[src/rtl/mult_pkg.sv]
// Shared types and defaults for the sequencer that time-shares one 16x16 shift-add multiplier.
package mult_pkg;

  localparam int MULT_W       = 16;
  localparam int MULT_TIMEOUT = 48;
  localparam int MULT_CW      = 6;

  typedef enum logic [1:0] {
    IDLE  = 2'd0,
    START = 2'd1,
    WAIT  = 2'd2,
    RESP  = 2'd3
  } state_t;

  localparam logic OWNER0 = 1'b0;
  localparam logic OWNER1 = 1'b1;

endpackage

[src/rtl/rr_arb2.sv]
// Two-way round-robin pick; on a tie the requester that was not served last wins.
module rr_arb2 (
  input  logic [1:0] req,
  input  logic       last,
  output logic [1:0] gnt,
  output logic       gnt_id
);

  always_comb begin
    gnt = 2'b00;
    case (req)
      2'b01:   gnt = 2'b01;
      2'b10:   gnt = 2'b10;
      2'b11:   gnt = last ? 2'b01 : 2'b10;
      default: gnt = 2'b00;
    endcase
  end

  assign gnt_id = gnt[1];

endmodule

[src/rtl/mult_arbiter.sv]
// Round-robin sequencer in front of one shared multiplier: latches operands, pulses St,
// waits for Done under a watchdog and hands the product back to the requester that won.
module mult_arbiter
  import mult_pkg::*;
#(
  parameter int W       = MULT_W,
  parameter int TIMEOUT = MULT_TIMEOUT,
  parameter int CW      = MULT_CW
) (
  input  logic           Clk,
  input  logic           Reset,
  input  logic           Req0,
  input  logic           Req1,
  input  logic [W-1:0]   A0,
  input  logic [W-1:0]   B0,
  input  logic [W-1:0]   A1,
  input  logic [W-1:0]   B1,
  output logic           Ack0,
  output logic           Ack1,
  output logic           Vld0,
  output logic           Vld1,
  output logic [2*W-1:0] Res,
  output logic           Err,
  output logic           Busy,
  output logic           Mul_St,
  output logic [W-1:0]   Mul_A,
  output logic [W-1:0]   Mul_B,
  input  logic           Mul_Idle,
  input  logic           Mul_Done,
  input  logic [2*W-1:0] Mul_Prod,
  output state_t         Dbg_State
);

  // Handshake: a requester holds Req plus operands until it sees its one-cycle Ack, then
  // drops Req; dropping earlier withdraws the request. Vld is a one-cycle pulse, and
  // Res/Err are only meaningful while Vld is high.

  state_t          state_q, state_nx;
  logic            owner_q;
  logic            last_q;
  logic [CW-1:0]   cnt_q;
  logic [2*W-1:0]  res_q;
  logic            err_q;
  logic [1:0]      gnt;
  logic            gnt_id;
  logic            accept;
  logic            done_ok;
  logic            timeout;

  rr_arb2 u_arb (
    .req    ({Req1, Req0}),
    .last   (last_q),
    .gnt    (gnt),
    .gnt_id (gnt_id)
  );

  assign accept  = Mul_Idle && (Req0 || Req1);
  // Done during the first WAIT cycle may be left over from the previous operation.
  assign done_ok = (cnt_q != '0) && Mul_Done;
  assign timeout = (cnt_q == CW'(TIMEOUT - 1));

  always_ff @(posedge Clk or negedge Reset) begin
    if (!Reset) state_q <= IDLE;
    else        state_q <= state_nx;
  end

  always_comb begin
    state_nx = state_q;
    case (state_q)
      IDLE:    if (accept) state_nx = START;
      START:   state_nx = WAIT;
      WAIT:    if (done_ok || timeout) state_nx = RESP;
      RESP:    state_nx = IDLE;
      default: state_nx = IDLE;
    endcase
  end

  always_comb begin
    Ack0   = (state_q == START) && (owner_q == OWNER0);
    Ack1   = (state_q == START) && (owner_q == OWNER1);
    Vld0   = (state_q == RESP)  && (owner_q == OWNER0);
    Vld1   = (state_q == RESP)  && (owner_q == OWNER1);
    Mul_St = (state_q == START);
    Busy   = (state_q != IDLE);
  end

  always_ff @(posedge Clk or negedge Reset) begin
    if (!Reset) begin
      owner_q <= OWNER0;
      last_q  <= OWNER1;
      cnt_q   <= '0;
      res_q   <= '0;
      err_q   <= 1'b0;
      Mul_A   <= '0;
      Mul_B   <= '0;
    end else begin
      case (state_q)
        IDLE: begin
          if (accept) begin
            owner_q <= gnt_id;
            Mul_A   <= gnt_id ? A1 : A0;
            Mul_B   <= gnt_id ? B1 : B0;
          end
        end
        START: cnt_q <= '0;
        WAIT: begin
          cnt_q <= cnt_q + CW'(1);
          // A real Done wins over the watchdog when both land on the same cycle.
          if (done_ok) begin
            res_q <= Mul_Prod;
            err_q <= 1'b0;
          end else if (timeout) begin
            res_q <= '0;
            err_q <= 1'b1;
          end
        end
        RESP:    last_q <= owner_q;
        default: ;
      endcase
    end
  end

  assign Res       = res_q;
  assign Err       = err_q;
  assign Dbg_State = state_q;

endmodule

[config.mk]
export PLATFORM = sky130hd
export DESIGN_NAME = mult_arbiter
export DESIGN_NICKNAME = d
export VERILOG_FILES = /design/src/rtl/mult_pkg.sv /design/src/rtl/rr_arb2.sv /design/src/rtl/mult_arbiter.sv
export SDC_FILE = /design/constraint.sdc
export NUM_CORES = 1
export LEC_CHECK = 0
export ABC_AREA = 1
export ABC_CLOCK_PERIOD_IN_PS = 3800
export CAP_MARGIN = 20
export CORE_ASPECT_RATIO = 0.7
export CORE_MARGIN = 2
export CORE_UTILIZATION = 40
export CTS_CLUSTER_SIZE = 28
export DETAILED_ROUTE_END_ITERATION = 6
export GPL_ROUTABILITY_DRIVEN = 0
export HOLD_SLACK_MARGIN = 0.02
export PLACE_DENSITY = 0.81
export SLEW_MARGIN = 10
export SYNTH_ARGS = -nofsm -noshare
export SYNTH_HDL_FRONTEND = slang
export SYNTH_SLANG_ARGS = --single-unit
export TNS_END_PERCENT = 100
[constraint.sdc]
create_clock -name Clk -period 3.8 [get_ports Clk]
set_input_delay 0.38 -clock Clk [delete_from_list [all_inputs] [get_ports Clk]]
set_output_delay 0.38 -clock Clk [all_outputs]
set_load 0.02 [all_outputs]
==> metrics <==
# diodes 0; fin crit period about 2.2 ns; PwrDens roughly 800 mW/mm^2; outcome complete, but fails checks; required time of the critical path between 3 and 4 ns; Area growth, synth to finish 61.6%; Final Cycle Share a little under 60%; max_slew headroom between 30% and 40%; Setup crit end kind output pin; Mapped Area between 0.003 and 0.004 sq mm; Synth Area in Adders about 2.3%; Post-synth EDFFs 0; DRC Markers 12; GRT Overall Usage 21.2%; Leak Pwr roughly 0.0025 uW; Final Cell Area 0.00537 sq mm; post-synthesis simple-gate area fraction approximately a quarter; Root Buffer clkbuf_16; sequential-to-total area share from yosys stat 56.5%; first-pass GRT wire length between 15000 and 20000 um; post-synthesis mux area share 0%; chip width 113 um; number of CTS-inserted buffers 9; H-tree Lvls 3; first-pass detailed-route iteration total 7; HP Class in2async; insertion delay to the later sink of the worst-skew pair 0.33 ns; clk_skew 0.00957 ns; non-filler cells in the finished layout 667; share of the synthesized area in the top cell type 55.7%; CTS Sinks 75; maximum clock frequency 0.451 GHz; main combinational cell family by area after synthesis simple AND/OR/NAND/NOR gates; GRT overflow 0; mean post-synth cell area 8.40 sq um; die area between 0.009 and 0.01 sq mm; Vias/cell a little under 5; PostCTS Resize Cnt 0; layout cells sized above 1 approximately 4.8%; vias in the first global route 3194; Post-DRT Antenna Nets 0; Synth Area in Compound Gates 11.6%; asr flop ratio synth 100%; TritonCTS clock tree yes; largest area contributor in the netlist dfrtp_1; routed vias between 3k and 4k; Die Height 80.3 um; Final Hold Fails 0; setup TNS 0 ns; Post-Synth XOR/XNOR Area 0%; row cnt 27; Clk pin slew, worst setup/hold paths 0.06 ns; RSZ-0062 raised after global routing false; DR iter-0 viols roughly 160; Final nets 670; max-capacitance violation count 0; CP Launch Type register; Synth Net Count 504; initial core utilization 41.7%; CP arrival 1.84 ns; pin count of the biggest net entering global routing 76; measured slew at the worst slew-check pin 0.936 ns; core footprint 0.00797 sq mm; initial antenna violation count 0; dpl cells 652; final setup vio count 0; Synth Register Bits 75; Worst VDD drop ~0.34 mV; dpl hpwl 6850 um; critical path type reg2out; violated checks DRC; most numerous cell in the Yosys netlist nand2_1; Yosys Warn Count 0; CTS Hold Bufs 0; CP Max Fanout 5; main flop type after synthesis dfrtp_1; postcts setup bufs 0; IO Port Bufs approximately 170; routed wire length 9520 um; final slew viol count 0; Cell Area, Placed ~0.005 sq mm; Syn Inst Count 396; I/O Pins 175; most frequent cells after synthesis 145 x nand2_1, 74 x dfrtp_1, 41 x nor2_1, 38 x o21ai_0, 30 x o21ai_1; drt wl/cell 14.3 um; Distinct cells, synth 22; top cells by area, synth dfrtp_1 56%, nand2_1 16%, o21ai_0 5.7%; Clock Path Buffers 2
==> cell families (layout without fill, tap and decap cells) <==
family / Yosys count / count (layout)
AO/OA/AOI/OAI: 73 / 73
flip-flops: 75 / 75
buffers and inverters: 37 / 207
AND/OR/NAND/NOR: 205 / 205
adder cells (fa/ha/maj): 6 / 6
==> worst max-delay path, cell delays in order, from the launching register on <==
cell             delay [ns]
dfrtp_1                0.45
inv_1                  0.10
ha_1                   0.21
inv_1                  0.12
clkdlybuf4s50_1        0.63
==> routing by layer <==
metal | global-route usage [%] | vias to the layer above | share of wire, %
met5 | 0 | - | 0
met1 | 25.0 | 1500 | 41
met4 | 5.61 | 0 | 0.98
met2 | 35.7 | 145 | 47
met3 | 9.36 | 10 | 11
li1 | - | 1582 | -
==> per-stage QoR <==
stage / setup WS [ns] / hold WS, ns / util [%] / total power (uW)
floorplan: 2.21 / 0.0844 / - / 2450
global placement: 1.52 / 0.452 / 63.7 / 3430
detailed placement: 1.47 / 0.458 / 63.7 / 3500
CTS: 1.56 / 0.225 / 67.4 / 4350
global route: 1.47 / 0.255 / 67.4 / 4600
finish: 1.58 / 0.166 / 67.4 / 4310
==> cell usage in the layout, fill, tap and decap left out, types with 2 or more instances in the layout <==
master	n
a21oi_1	2
clkbuf_16	9
clkdlybuf4s50_1	173
dfrtp_1	74
ha_1	6
inv_1	15
inv_2	3
nand2_1	145
nand2_2	3
nand3_1	9
nor2_1	41
nor2_4	2
nor3_1	5
o21ai_0	38
o21ai_1	30
==> cell type report <==
type,count,area [sq um]
multi-input cells,284,1270
clock buffers,11,243
inverters,18,67.6
fillers,665,2600
well taps,101,126
clock inverters,4,51.3
flip-flops and latches,75,1880
repair buffers,174,1740
==> registers in the layout (all words and copies together), names as in the netlist <==
signal and cells:
owner_q 1, Dbg_State 2, Mul_B 16, Err 1
cnt_q 6, Res 32, last_q 1, Mul_A 16
==> power breakdown <==
group          switching (uW)  total (uW)  internal [uW]
Clock                     310         832            522
Combinational            1130        2080            955
Sequential                227        1400           1170
==> final timing paths <==
| kind | start | end | slack [ns] | cells past startpoint |
|---|---|---|---|---|
| max in group asynchronous | Reset | cnt_q[0] | 2.99 | 1 |
| worst min-delay path | Reset | Res[19] | 0.17 | 1 |
| min in group Clk | Res[9] | Res[9] | 0.47 | 2 |
| worst min register to register | Res[9] | Res[9] | 0.47 | 2 |
| worst max-delay path | Dbg_State[0] | Busy | 1.58 | 4 |
| worst max register to register | Dbg_State[0] | owner_q | 1.70 | 7 |
Note: power is estimated with default switching activity, not from simulation.
